[config.mk]
export PLATFORM = sky130hd
export DESIGN_NAME = cam_arbiter
export DESIGN_NICKNAME = d
export VERILOG_FILES = /design/src/rtl/cam_pkg.sv /design/src/rtl/rr_arbiter.sv /design/src/rtl/cam_arbiter.sv
export SDC_FILE = /design/constraint.sdc
export NUM_CORES = 1
export LEC_CHECK = 0
export CAP_MARGIN = 0
export CORE_MARGIN = 8
export CORE_UTILIZATION = 35
export CTS_BUF_LIST = sky130_fd_sc_hd__clkbuf_4 sky130_fd_sc_hd__clkbuf_8
export DETAILED_ROUTE_END_ITERATION = 12
export PLACE_DENSITY = 0.87
export SYNTH_ARGS = -nofsm -noshare
export SYNTH_HDL_FRONTEND = slang
export SYNTH_SLANG_ARGS = --single-unit
[constraint.sdc]
create_clock -name clk_i -period 3.47 [get_ports clk_i]
set_input_delay 0.5205 -clock clk_i [delete_from_list [all_inputs] [get_ports clk_i]]
set_output_delay 0.5205 -clock clk_i [all_outputs]
set_load 0.05 [all_outputs]
[src/rtl/cam_pkg.sv]
// Shared CAM definitions: geometry, opcodes and the arbiter FSM encoding.
package cam_pkg;

   localparam int CAM_DEPTH  = 32;
   localparam int CAM_IDX_W  = 5;
   localparam int CAM_DATA_W = 32;

   typedef enum logic [1:0] {
      OP_READ    = 2'd0,
      OP_WRITE   = 2'd1,
      OP_SEARCH  = 2'd2,
      OP_ILLEGAL = 2'd3
   } cam_op_e;

   typedef enum logic [1:0] {
      IDLE  = 2'd0,
      ISSUE = 2'd1,
      WAIT  = 2'd2,
      RESP  = 2'd3
   } cam_arb_state_e;

endpackage

[src/rtl/rr_arbiter.sv]
// Round-robin arbiter: combinational grant of the first request at or after the
// pointer; the pointer moves past the winner whenever a grant is taken.
module rr_arbiter #(
   parameter int NUM_REQ = 4,
   parameter int ID_W    = $clog2(NUM_REQ)
) (
   input  logic               clk_i,
   input  logic               rst_i,
   input  logic [NUM_REQ-1:0] req_i,
   input  logic               advance_i,
   output logic [NUM_REQ-1:0] grant_o,
   output logic [ID_W-1:0]    grant_id_o,
   output logic               any_o
);

   logic [ID_W-1:0]    ptr_reg;
   logic [NUM_REQ-1:0] rot_req;
   logic [ID_W-1:0]    offset;
   logic [ID_W:0]      id_sum;

   // Rotate so bit 0 is the requester the pointer currently favours.
   assign rot_req = NUM_REQ'({req_i, req_i} >> ptr_reg);

   always_comb begin
      offset = '0;
      any_o  = 1'b0;
      for (int k = NUM_REQ - 1; k >= 0; k--) begin
         if (rot_req[k]) begin
            offset = ID_W'(k);
            any_o  = 1'b1;
         end
      end
   end

   always_comb begin
      id_sum = {1'b0, ptr_reg} + {1'b0, offset};
      if (id_sum >= (ID_W + 1)'(NUM_REQ)) begin
         id_sum = id_sum - (ID_W + 1)'(NUM_REQ);
      end
      grant_id_o = id_sum[ID_W-1:0];
   end

   generate
      for (genvar gi = 0; gi < NUM_REQ; gi++) begin : g_grant
         assign grant_o[gi] = any_o && (grant_id_o == ID_W'(gi));
      end
   endgenerate

   always_ff @(posedge clk_i) begin
      if (!rst_i) begin
         ptr_reg <= '0;
      end else if (advance_i && any_o) begin
         ptr_reg <= (grant_id_o == ID_W'(NUM_REQ - 1)) ? '0 : grant_id_o + ID_W'(1);
      end
   end

endmodule

[src/rtl/cam_arbiter.sv]
// Round-robin sharing of one CAM among NUM_REQ requesters, one operation in flight.
// Optional macro CAM_ARB_WRITE_ACK_EN: WRITE commands return a hit=1 response pulse.
module cam_arbiter
   import cam_pkg::*;
#(
   parameter int NUM_REQ     = 4,
   parameter int CAM_LATENCY = 1
) (
   input  logic                          clk_i,
   input  logic                          rst_i,
   input  logic [NUM_REQ-1:0]            req_valid_i,
   output logic [NUM_REQ-1:0]            req_ready_o,
   input  logic [2*NUM_REQ-1:0]          req_op_i,
   input  logic [CAM_IDX_W*NUM_REQ-1:0]  req_index_i,
   input  logic [CAM_DATA_W*NUM_REQ-1:0] req_data_i,
   output logic [NUM_REQ-1:0]            rsp_valid_o,
   output logic                          rsp_hit_o,
   output logic                          rsp_err_o,
   output logic [CAM_IDX_W-1:0]          rsp_index_o,
   output logic [CAM_DATA_W-1:0]         rsp_data_o,
   output logic                          cam_read_enable_o,
   output logic                          cam_write_enable_o,
   output logic                          cam_search_enable_o,
   output logic [CAM_IDX_W-1:0]          cam_read_index_o,
   output logic [CAM_IDX_W-1:0]          cam_write_index_o,
   output logic [CAM_DATA_W-1:0]         cam_write_data_o,
   output logic [CAM_DATA_W-1:0]         cam_search_data_o,
   input  logic                          cam_read_valid_i,
   input  logic                          cam_search_valid_i,
   input  logic [CAM_DATA_W-1:0]         cam_read_value_i,
   input  logic [CAM_IDX_W-1:0]          cam_search_index_i
);

   localparam int         ID_W      = $clog2(NUM_REQ);
   localparam logic [1:0] WAIT_LAST = 2'(CAM_LATENCY - 1);

   logic [1:0]            op_arr    [NUM_REQ];
   logic [CAM_IDX_W-1:0]  index_arr [NUM_REQ];
   logic [CAM_DATA_W-1:0] data_arr  [NUM_REQ];

   generate
      for (genvar gi = 0; gi < NUM_REQ; gi++) begin : g_unpack
         assign op_arr[gi]    = req_op_i[gi*2 +: 2];
         assign index_arr[gi] = req_index_i[gi*CAM_IDX_W +: CAM_IDX_W];
         assign data_arr[gi]  = req_data_i[gi*CAM_DATA_W +: CAM_DATA_W];
      end
   endgenerate

   cam_arb_state_e        state_reg;
   cam_op_e               op_reg;
   logic [ID_W-1:0]       grant_reg;
   logic [1:0]            wait_cnt_reg;

   logic [NUM_REQ-1:0]    rsp_valid_reg;
   logic                  rsp_hit_reg;
   logic                  rsp_err_reg;
   logic [CAM_IDX_W-1:0]  rsp_index_reg;
   logic [CAM_DATA_W-1:0] rsp_data_reg;

   logic                  cam_rd_en_reg;
   logic                  cam_wr_en_reg;
   logic                  cam_sr_en_reg;
   logic [CAM_IDX_W-1:0]  cam_rd_idx_reg;
   logic [CAM_IDX_W-1:0]  cam_wr_idx_reg;
   logic [CAM_DATA_W-1:0] cam_wr_data_reg;
   logic [CAM_DATA_W-1:0] cam_sr_data_reg;

   logic [NUM_REQ-1:0]    arb_grant;
   logic [ID_W-1:0]       arb_id;
   logic                  arb_any;
   logic                  accept_en;
   cam_op_e               new_op;

   // Grants are only offered in IDLE and never while reset is being applied.
   assign accept_en = rst_i && (state_reg == IDLE);
   assign new_op    = cam_op_e'(op_arr[arb_id]);

   rr_arbiter #(
      .NUM_REQ (NUM_REQ),
      .ID_W    (ID_W)
   ) u_rr (
      .clk_i      (clk_i),
      .rst_i      (rst_i),
      .req_i      (req_valid_i),
      .advance_i  (accept_en),
      .grant_o    (arb_grant),
      .grant_id_o (arb_id),
      .any_o      (arb_any)
   );

   assign req_ready_o = accept_en ? arb_grant : '0;

   always_ff @(posedge clk_i) begin
      if (!rst_i) begin
         state_reg       <= IDLE;
         op_reg          <= OP_READ;
         grant_reg       <= '0;
         wait_cnt_reg    <= '0;
         rsp_valid_reg   <= '0;
         rsp_hit_reg     <= 1'b0;
         rsp_err_reg     <= 1'b0;
         rsp_index_reg   <= '0;
         rsp_data_reg    <= '0;
         cam_rd_en_reg   <= 1'b0;
         cam_wr_en_reg   <= 1'b0;
         cam_sr_en_reg   <= 1'b0;
         cam_rd_idx_reg  <= '0;
         cam_wr_idx_reg  <= '0;
         cam_wr_data_reg <= '0;
         cam_sr_data_reg <= '0;
      end else begin
         // Enables and the response are single-cycle pulses; payloads read 0 otherwise.
         cam_rd_en_reg   <= 1'b0;
         cam_wr_en_reg   <= 1'b0;
         cam_sr_en_reg   <= 1'b0;
         cam_rd_idx_reg  <= '0;
         cam_wr_idx_reg  <= '0;
         cam_wr_data_reg <= '0;
         cam_sr_data_reg <= '0;
         rsp_valid_reg   <= '0;
         rsp_hit_reg     <= 1'b0;
         rsp_err_reg     <= 1'b0;
         rsp_index_reg   <= '0;
         rsp_data_reg    <= '0;

         case (state_reg)
            IDLE: begin
               if (arb_any) begin
                  op_reg    <= new_op;
                  grant_reg <= arb_id;
                  state_reg <= ISSUE;
                  case (new_op)
                     OP_READ: begin
                        cam_rd_en_reg  <= 1'b1;
                        cam_rd_idx_reg <= index_arr[arb_id];
                     end
                     OP_WRITE: begin
                        cam_wr_en_reg   <= 1'b1;
                        cam_wr_idx_reg  <= index_arr[arb_id];
                        cam_wr_data_reg <= data_arr[arb_id];
                     end
                     OP_SEARCH: begin
                        cam_sr_en_reg   <= 1'b1;
                        cam_sr_data_reg <= data_arr[arb_id];
                     end
                     OP_ILLEGAL: begin
                     end
                  endcase
               end
            end

            ISSUE: begin
               case (op_reg)
                  OP_READ, OP_SEARCH: begin
                     wait_cnt_reg <= '0;
                     state_reg    <= WAIT;
                  end
                  OP_WRITE: begin
`ifdef CAM_ARB_WRITE_ACK_EN
                     rsp_valid_reg <= NUM_REQ'(1) << grant_reg;
                     rsp_hit_reg   <= 1'b1;
                     state_reg     <= RESP;
`else
                     state_reg     <= IDLE;
`endif
                  end
                  OP_ILLEGAL: begin
                     rsp_valid_reg <= NUM_REQ'(1) << grant_reg;
                     rsp_err_reg   <= 1'b1;
                     state_reg     <= RESP;
                  end
               endcase
            end

            WAIT: begin
               if (wait_cnt_reg == WAIT_LAST) begin
                  rsp_valid_reg <= NUM_REQ'(1) << grant_reg;
                  if (op_reg == OP_READ) begin
                     rsp_hit_reg  <= cam_read_valid_i;
                     rsp_data_reg <= cam_read_value_i;
                  end else begin
                     rsp_hit_reg   <= cam_search_valid_i;
                     rsp_index_reg <= cam_search_index_i;
                  end
                  state_reg <= RESP;
               end else begin
                  wait_cnt_reg <= wait_cnt_reg + 2'd1;
               end
            end

            RESP: begin
               state_reg <= IDLE;
            end
         endcase
      end
   end

   assign rsp_valid_o         = rsp_valid_reg;
   assign rsp_hit_o           = rsp_hit_reg;
   assign rsp_err_o           = rsp_err_reg;
   assign rsp_index_o         = rsp_index_reg;
   assign rsp_data_o          = rsp_data_reg;
   assign cam_read_enable_o   = cam_rd_en_reg;
   assign cam_write_enable_o  = cam_wr_en_reg;
   assign cam_search_enable_o = cam_sr_en_reg;
   assign cam_read_index_o    = cam_rd_idx_reg;
   assign cam_write_index_o   = cam_wr_idx_reg;
   assign cam_write_data_o    = cam_wr_data_reg;
   assign cam_search_data_o   = cam_sr_data_reg;

endmodule
# Word-level counts from Yosys, hierarchy flattened
# Index checks and enable logic that the tools add are counted.
[op_classes]
n_reduce_logical = 24
add_sub_neg = 4
n_mux = 35
bitwise = 4
eq_ne = 15
shifts = 2
order_cmp = 2
[ops]
columns = ["cell", "count"]
rows = [
  ["$bmux 32 s2", 1],
  ["$mux 32", 2],
  ["$mux 2", 12],
  ["$reduce_and 4->1", 4],
  ["$eq 2x2->1 const B", 7],
  ["$mux 4", 3],
  ["$bmux 5 s2", 1],
  ["$logic_not 2->1", 5],
  ["$mux 5", 2],
  ["$mux 1", 9],
  ["$reduce_and 3->1", 3],
  ["$eq 2x1->1 const B", 4],
  ["$pmux 2 s4", 1],
  ["$pmux 4 s2", 1],
  ["$shr 8x2->4", 1],
  ["$ge 3x3->1 const B", 2],
  ["$logic_and 1x1->1", 6],
  ["$ne 2x2->1 const B", 3],
  ["$pmux 2 s3", 1],
  ["$reduce_and 2->1", 3],
  ["$add 2x1->2 const B", 2],
  ["$bmux 2 s2", 1],
  ["$pmux 2 s2", 1],
  ["$reduce_or 4->1", 1],
  ["other kinds (8)", 10],
]
[word_totals]
out_inout_bits = 124
regBits = 130
input_bits = 201
wordCells = 103

# Logic depth before layout (Yosys ltp)
# Gate-level depths: netlist (run 1).
[depth]
depth_word = 14
ltp_mapped = 13

# Hierarchy
# A second synthesis (run 1) with hierarchy kept.
[unflattened]
cells_unflattened = 425
area_unflattened_um2 = 5074.9
[by_module_without_submodules]
columns = ["module", "n_inst", "cells_per_inst", "area_each_um2", "seq_area_each_um2"]
rows = [
  ["cam_arbiter", 1, 377, 4714.5, 2562.5],
  ["rr_arbiter", 1, 48, 360.3, 40.0],
]

# Worst setup path after synthesis (run 1)
# No wires, ideal clock.
[synth_path]
kind = "in2out"
start = "input port req_valid_i[0]"
end = "output port req_ready_o[0]"
path_slack_ns = -0.452
cell_stages = 10
arrival_time_ns = 3.401
required_time_ns = 2.949
cell_sequence = "buf_2 -> nor2_1 -> a221oi_1 -> a31oi_1 -> a211o_1 -> ha_1 -> xor2_1 -> xnor2_4 -> buf_2 -> nor3_1"
[synth_via]
elab_chain_len = 11
elab_cells_between_ends = 16
[synth_lines]
columns = ["item", "line", "source"]
rows = [
  ["start, declared", "cam_arbiter.sv:11", "input logic [NUM_REQ-1:0] req_valid_i,"],
  ["$shr 8x2->4 (*)", "rr_arbiter.sv:22", "assign rot_req = NUM_REQ'({req_i, req_i} >> ptr_reg);"],
  ["$mux 2 (4 in a row)", "rr_arbiter.sv:28", "if (rot_req[k]) begin"],
  ["$add 2x2->3", "rr_arbiter.sv:36", "id_sum = {1'b0, ptr_reg} + {1'b0, offset};"],
  ["$ge 3x3->1 or $sub 2x1->2 (tied branches)", "rr_arbiter.sv:37, rr_arbiter.sv:38", ""],
  ["$mux 2", "rr_arbiter.sv:37", "if (id_sum >= (ID_W + 1)'(NUM_REQ)) begin"],
  ["$logic_not 2->1", "rr_arbiter.sv:45", "assign grant_o[gi] = any_o && (grant_id_o == ID_W'(gi));"],
  ["$logic_and 1x1->1 (*)", "rr_arbiter.sv:45", ""],
  ["$mux 4 (*)", "cam_arbiter.sv:91", "assign req_ready_o = accept_en ? arb_grant : '0;"],
  ["end, declared", "cam_arbiter.sv:12", "output logic [NUM_REQ-1:0] req_ready_o,"],
]
# Every way passes the cells marked *; elsewhere a longest branch is shown, timed or not.

# Final worst setup path (run 1)
[layout_path]
start = "input port req_valid_i[2]"
end = "output port req_ready_o[3]"
[layout_via]
elab_chain_len = 11
elab_cells_between_ends = 16
[layout_lines]
columns = ["item", "line"]
rows = [
  ["$shr 8x2->4 (*)", "rr_arbiter.sv:22"],
  ["$mux 2 (4 in a row)", "rr_arbiter.sv:28"],
  ["$add 2x2->3", "rr_arbiter.sv:36"],
  ["$ge 3x3->1 or $sub 2x1->2 (tied branches)", "rr_arbiter.sv:37, rr_arbiter.sv:38"],
  ["$mux 2", "rr_arbiter.sv:37"],
  ["$eq 2x2->1", "rr_arbiter.sv:45"],
  ["$logic_and 1x1->1 (*)", "rr_arbiter.sv:45"],
  ["$mux 4 (*)", "cam_arbiter.sv:91"],
]
# Marked as above.

==> key figures, run 1 <==
Run status
  – Outcome: finished, final reports clean

Clocking
  – CTS tree: yes
  – Worst-path clk slew: 0.07 ns
  – CTS max path bufs: 2
  – CTS sink cnt: 130
  – Clock root cell: clkbuf_8
  – H-Tree Depth: 4
  – TritonCTS Buffers: 17
  – CTS Hold Bufs: 0
  – Clock latency on the worst-skew pair: 0.46 ns

Timing
  – Worst Skew: 0.0131 ns
  – Final setup fails: 0
  – Max-slew violations: 0
  – Setup ws final: 0.104 ns
  – Final min period: 3.37 ns
  – Hold slack final: 0.491 ns
  – Unrepaired setup endpoints after global routing: false
  – Max Fclk: 297 MHz
  – Slew @ Worst Pin: 0.581 ns
  – Fin. Hold Viols: 0
  – Final cycle utilization of the critical path: 0.970
  – Slew headroom: 0.611

Route
  – 1st-iter DRT viols: 222
  – Antenna-violating nets left: 0
  – Total Wirelength: 20500 um
  – Routed len/inst: 19.6 um
  – Via density: 4.89
  – Via count: 5124
  – Detailed Routing Iterations Pass 1: 4
  – Residual DRC: 0

Final layout
  – Area Overhead vs Synth: 79.2%
  – NumNets Final: 1053
  – Final core utilization: 0.634
  – Layout cells sized above 1: 0.150
  – Layout fillers: 1149
  – Non-filler cells, final: 1047

Power and ir drop
  – Pwr Total: 0.00818 W
  – Peak supply drop: 497 uV
  – P_int: 0.00462 W
  – Clock power share: 0.171
  – PD cells: 858 mW/mm2
  – Switching share of power: 0.435
  – Switch Pwr: 0.00356 W
  – Reg power frac: 0.234
  – Leakage: 3.70 nW
  – Comb pwr share: 0.594

Die
  – Row count: 45
  – Die height: 139 um
  – Initial core utilization: 0.354
  – I/O pin count: 325
  – Die W: 139 um
  – Die ar.: 0.0194 mm2
  – Placeable core area: 0.0150 mm2

Setup path
  – Worst path required time: 2.95 ns
  – Crit path from: req_valid_i[2]
  – Reg2Reg Depth: 10
  – Setup crit start kind: primary input
  – Crit Path Category: primary input to primary output
  – Worst r2r src: u_rr.ptr_reg[0]
  – CP max FO: 4
  – Reg2reg setup slack: 0.39 ns
  – R2R Path End: cam_search_data_o[5]
  – Critical path arrival: 2.85 ns
  – Critical Path Sink: req_ready_o[3]
  – Endpoint class of the critical path: primary output

Synth
  – Ys flop type: dfxtp_1
  – Register area share after synthesis: 0.489
  – Synth Cell Area: 0.00532 mm2
  – Mapped Cells: 508
  – Number of synthesized flops with an enable pin: 0
  – Ys Warns: 0
  – Yosys reg bits: 130
  – Synth cell types: 41
  – Syn Area/Cell: 10.5 um2
  – Ys async rst share: 0
  – Syn_nets: 716

Global routing
  – Number of global-route vias before repair: 5593
  – Gr ovfl total: 0
  – GR Util All Layers: 0.210
  – Antenna violations before repair: 1
  – Pin count of the biggest net entering global routing: 34
  – First-pass GRT wire length: 31400 um

Placed design
  – RD Place Congestion: 0.795
  – Port bufs: 324
  – Placed Instances: 1016
  – Placement Setup Slack: -0.174 ns
  – DP HPWL: 16300 um

Min path
  – Hold crit path type: flip-flop to flip-flop

Flow run
  – Maxcap violations: 0
synthesized netlist by cell type (3+ instances only):
master	n	area share
ha_1	7	0.016
a21oi_1	3	0.0028
mux2i_1	69	0.13
nor3_1	40	0.038
dfxtp_1	130	0.49
and2_1	37	0.043
nor2_1	30	0.021
inv_1	8	0.0056
buf_2	15	0.014
nand2_1	14	0.0099
mux2_2	41	0.087
o21ai_0	7	0.0066
nor4_1	33	0.039
nor3_2	3	0.0056
and3_1	3	0.0035
a22oi_1	11	0.016
clkbuf_1	22	0.016
placed cells by master, fill, tap and decap left out, types with 3 or more instances in the layout:
master | synthesis | final
clkdlybuf4s50_1 | 0 | 318
dfxtp_1 | 130 | 129
mux2i_1 | 69 | 68
mux2_2 | 41 | 41
nor3_1 | 40 | 37
and2_1 | 37 | 37
nor4_1 | 33 | 33
nor2_1 | 30 | 30
buf_4 | 0 | 23
clkbuf_8 | 0 | 17
buf_12 | 0 | 14
nand2_1 | 14 | 13
a22oi_1 | 11 | 11
inv_1 | 8 | 8
o21ai_0 | 7 | 7
nor3_2 | 3 | 6
ha_1 | 7 | 5
inv_6 | 0 | 5
a21oi_1 | 3 | 3
bufinv_16 | 0 | 3
cell families after synthesis:
kind of cell | count (synthesis) | share of synthesized area
AND/OR/NAND/NOR | 173 | 0.177
flip-flops | 130 | 0.489
multiplexers | 110 | 0.217
buffers and inverters | 47 | 0.0395
AO/OA/AOI/OAI | 38 | 0.0536
adder cells (fa/ha/maj) | 7 | 0.0165
XOR/XNOR | 3 | 0.00846
stage by stage:
step / area [um2] / setup TNS, ns
after floorplan: 5340 / -0.0538
after global placement: 9090 / -2.89
after detailed placement: 9090 / -4.54
after CTS: 9520 / 0
after global routing: 9540 / 0
final: 9540 / 0
layout make-up:
type | count | area, um2 | share of cell area
Sequential cell | 130 | 2600 | 0.273
Clock buffer | 17 | 234 | 0.0245
Antenna cell | 1 | 2.50 | 0.000262
Clock inverter | 15 | 194 | 0.0203
Inverter | 8 | 30.0 | 0.00315
Tap cell | 188 | 235 | 0.0247
Multi-Input combinational cell | 331 | 2580 | 0.271
Timing Repair Buffer | 357 | 3660 | 0.383
critical path: stages:
cell and delay (ns):
clkdlybuf4s50_1 0.47, a221oi_1 0.28, a31oi_1 0.07, a211o_1 0.33
ha_4 0.19, xor2_4 0.17, xnor2_4 0.26, ha_2 0.22
and3_4 0.19, buf_12 0.13
power groups by stage:
stage / combinational, W / clock, W / sequential (W)
global route: 0.00514 / 0.00150 / 0.00195
finish: 0.00486 / 0.00140 / 0.00192
CTS: 0.00487 / 0.00143 / 0.00191
detailed placement: 0.00485 / 0 / 0.00194
floorplan: 0.00213 / 0 / 0.00278
global placement: 0.00481 / 0 / 0.00194
worst min path at each step:
stage                                 to  slack (ns)  cells past startpoint
final                          flip-flop        0.49                      2
after detailed placement  rsp_valid_o[2]        0.48                      1
after CTS                      flip-flop        0.49                      2
after global routing           flip-flop        0.53                      2
after global placement    rsp_valid_o[2]        0.47                      1
after floorplan           rsp_valid_o[2]        0.43                      1
metal layers:
layer | track usage | up-vias | wire [um]
li1 | - | 2489 | -
met3 | 0.111 | 29 | 2270
met2 | 0.367 | 247 | 10400
met4 | 0.0832 | 0 | 522
met1 | 0.207 | 2359 | 7320
met5 | 0 | - | 0
timing repair:
| item | in CTS | in global routing |
|---|---|---|
| buffers inserted | 0 | 0 |
| hold endpoints to repair | 0 | 0 |
| resized for setup | 3 | 4 |
| pin swaps | 2 | 4 |
| gates cloned | 0 | 0 |
| endpoints found under the setup margin | 4 | 4 |
No activity file was read; power rests on OpenSTA's default activity.
==> inputs of run 2 (changes only) <==
--- a/config.mk
+++ b/config.mk
@@ -7,10 +7,10 @@
 export LEC_CHECK = 0
 export CAP_MARGIN = 0
 export CORE_MARGIN = 8
-export CORE_UTILIZATION = 35
+export CORE_UTILIZATION = 38
 export CTS_BUF_LIST = sky130_fd_sc_hd__clkbuf_4 sky130_fd_sc_hd__clkbuf_8
 export DETAILED_ROUTE_END_ITERATION = 12
-export PLACE_DENSITY = 0.87
+export PLACE_DENSITY = 0.93
 export SYNTH_ARGS = -nofsm -noshare
 export SYNTH_HDL_FRONTEND = slang
 export SYNTH_SLANG_ARGS = --single-unit
==> key figures, run 2 (synthesis results as in run 1) <==
Run status
  – Outcome: finished, final reports clean

Die
  – Die W: 134 um (-3.6%)
  – Die height: 134 um (-3.6%)
  – Placeable core area: 0.0138 mm2 (-8.4%)
  – Initial core utilization: 0.386 (+0.0324)
  – Die ar.: 0.0180 mm2 (-7.0%)
  – I/O pin count: 325 (unchanged)
  – Row count: 43 (-4.4%)

Route
  – Routed len/inst: 20.3 um (+3.6%)
  – Residual DRC: 0 (unchanged)
  – Detailed Routing Iterations Pass 1: 4 (unchanged)
  – Antenna-violating nets left: 0 (unchanged)
  – Via count: 5234 (+2.1%)
  – 1st-iter DRT viols: 203 (-8.6%)
  – Total Wirelength: 21100 um (+2.8%)
  – Via density: 5.04 (+2.9%)

Min path
  – Hold path startpoint: grant_reg[0]
  – Hold Path Depth: 1 (-1)
  – Hold crit path type: flip-flop to flip-flop
  – Worst Hold End: rsp_valid_o[2]

Global routing
  – Number of global-route vias before repair: 5562 (-0.55%)
  – First-pass GRT wire length: 31000 um (-1.2%)
  – Antenna violations before repair: 0 (-1)
  – GR Util All Layers: 0.225 (+0.0149)
  – Gr ovfl total: 0 (unchanged)
  – Pin count of the biggest net entering global routing: 40 (+18%)

Power and ir drop
  – Clock power share: 0.149 (-0.022)
  – Pwr Total: 0.00789 W (-3.5%)
  – Leakage: 3.68 nW (-0.76%)
  – Reg power frac: 0.242 (+0.008)
  – Switching share of power: 0.445 (+0.0105)
  – PD cells: 835 mW/mm2 (-2.7%)
  – P_int: 0.00438 W (-5.3%)
  – Comb pwr share: 0.609 (+0.015)
  – Switch Pwr: 0.00351 W (-1.2%)
  – Peak supply drop: 543 uV (+9.2%)

Clocking
  – Clock latency on the worst-skew pair: 0.44 ns (-0.02 ns)
  – TritonCTS Buffers: 17 (unchanged)
  – H-Tree Depth: 4 (unchanged)
  – Clock root cell: clkbuf_8
  – CTS sink cnt: 130 (unchanged)
  – CTS max path bufs: 2 (unchanged)
  – Worst-path clk slew: 0.08 ns (about the same)
  – CTS tree: yes

Timing
  – Final cycle utilization of the critical path: 0.958 (-0.0123)
  – Fin. Hold Viols: 0 (unchanged)
  – Slew headroom: 0.598 (-0.0131)
  – Final min period: 3.32 ns (-0.0427 ns)
  – Slew @ Worst Pin: 0.601 ns (+0.0197 ns)
  – Hold slack final: 0.466 ns (-0.0254 ns)
  – Unrepaired setup endpoints after global routing: false
  – Max Fclk: 301 MHz (+1.3%)
  – Worst Skew: 0.00872 ns (-0.00439 ns)
  – Final setup fails: 0 (unchanged)
  – Max-slew violations: 0 (unchanged)

Final layout
  – Final core utilization: 0.686 (+0.0519)
  – N_diodes: 0 (-1)
  – Layout cells sized above 1: 0.153 (+0.00215)
  – Area Overhead vs Synth: 77.6%
  – NumNets Final: 1054 (+0.095%)
  – Final instance area: 0.00945 mm2 (-0.89%)
  – Commonest non-fill, non-tap cell in the layout: clkdlybuf4s50_1
  – Layout fillers: 1025 (-11%)
  – Most frequent cells in the layout: clkdlybuf4s50_1 (318), dfxtp_1 (130), mux2i_1 (68)

Setup path
  – Reg2Reg Depth: 13 (+3)
  – Setup crit start kind: primary input
  – Worst r2r src: u_rr.ptr_reg[0]
  – Critical path arrival: 2.80 ns (-0.05 ns)
  – CP max FO: 5 (+1)
  – R2R Path End: cam_write_data_o[4]
  – Worst path required time: 2.95 ns (about the same)
  – Crit Path Category: primary input to primary output
  – Reg2reg setup slack: 0.35 ns (-0.04 ns)
  – Endpoint class of the critical path: primary output

Placed design
  – DP HPWL: 16500 um (+0.98%)
  – Placed cell area: 0.00904 mm2 (-0.63%)
  – Port bufs: 324 (unchanged)
  – RD Place Congestion: 0.809 (+1.7%)

Flow run
  – Maxcap violations: 0 (unchanged)
run 2: cell count changes in the layout (fill, tap and decap cells not counted), sizes merged:
cell | before | now
clkbuf | 17 | 21
bufinv | 3 | 0
clkinvlp | 2 | 3
clkinv | 3 | 6
diode | 1 | 0
inv | 15 | 10
buf | 37 | 38
run 2: through the flow:
step,std cells,TNS [ns],setup WS (ns)
detailed placement,1005,-5.06,-0.189
global placement,1005,-1.32,-0.0497
CTS,1039,0,0.0335
floorplan,508,-0.0538,-0.0269
global route,1039,0,0.00302
finish,1039,0,0.147
run 2: area by class of cell:
| class | count | area [um2] | share of cell area |
|---|---|---|---|
| clock buffers | 21 | 283 | 0.0299 |
| multi-input cells | 331 | 2590 | 0.274 |
| well taps | 180 | 225 | 0.0238 |
| repair buffers | 358 | 3640 | 0.385 |
| inverters | 8 | 33.8 | 0.00357 |
| flip-flops and latches | 130 | 2600 | 0.275 |
| clock inverters | 11 | 78.8 | 0.00834 |
run 2: what timing repair did:
item,4_1_cts,5_1_grt
hold buffers,0,0
setup buffers,2,2
endpoints found under the setup margin,4,13
pin swaps,1,3
endpoints found under the hold margin,0,0
resized for setup,3,5
run 2: worst max path at each step:
stage               cells past startpoint  slack (ns)      startpoint                    to
floorplan                              10       -0.03  req_valid_i[0]        req_ready_o[0]
global placement                       13       -0.05  req_valid_i[1]  cam_write_data_o[21]
detailed placement                     13       -0.19  req_valid_i[1]   cam_write_data_o[4]
CTS                                    12        0.03  req_valid_i[0]        req_ready_o[3]
global route                           11       0.003  req_valid_i[0]        req_ready_o[3]
finish                                 11        0.15  req_valid_i[0]        req_ready_o[3]
run 2: layer usage:
metal  vias up  GRT usage  share of wire
met2       252      0.393           0.51
met4         0      0.102          0.031
met3        42      0.105           0.10
li1       2482          -              -
met5         -          0              0
met1      2458      0.223           0.36
run 2: power by group through the flow:
stage	logic [W]	registers [W]	clock network [W]
after detailed placement	0.00474	0.00193	0
after global routing	0.00506	0.00194	0.00127
after floorplan	0.00213	0.00278	0
final	0.00481	0.00191	0.00117
after global placement	0.00469	0.00192	0
after CTS	0.00481	0.00191	0.00119
run 2: critical path, cell delays in order:
cell	delay (ns)
clkdlybuf4s50_1	0.49
nor2_1	0.06
a221oi_2	0.26
a31oi_1	0.06
a211o_1	0.29
ha_4	0.19
xor2_4	0.17
xnor2_4	0.23
ha_1	0.20
and3_2	0.20
buf_12	0.14
==> inputs of run 3 (changes only) <==
--- a/config.mk
+++ b/config.mk
@@ -11,6 +11,7 @@
 export CTS_BUF_LIST = sky130_fd_sc_hd__clkbuf_4 sky130_fd_sc_hd__clkbuf_8
 export DETAILED_ROUTE_END_ITERATION = 12
 export PLACE_DENSITY = 0.93
+export SLEW_MARGIN = 20
 export SYNTH_ARGS = -nofsm -noshare
 export SYNTH_HDL_FRONTEND = slang
 export SYNTH_SLANG_ARGS = --single-unit
==> results of run 3 <==
The final DEF is identical to that of run 2; final timing and power are the same.
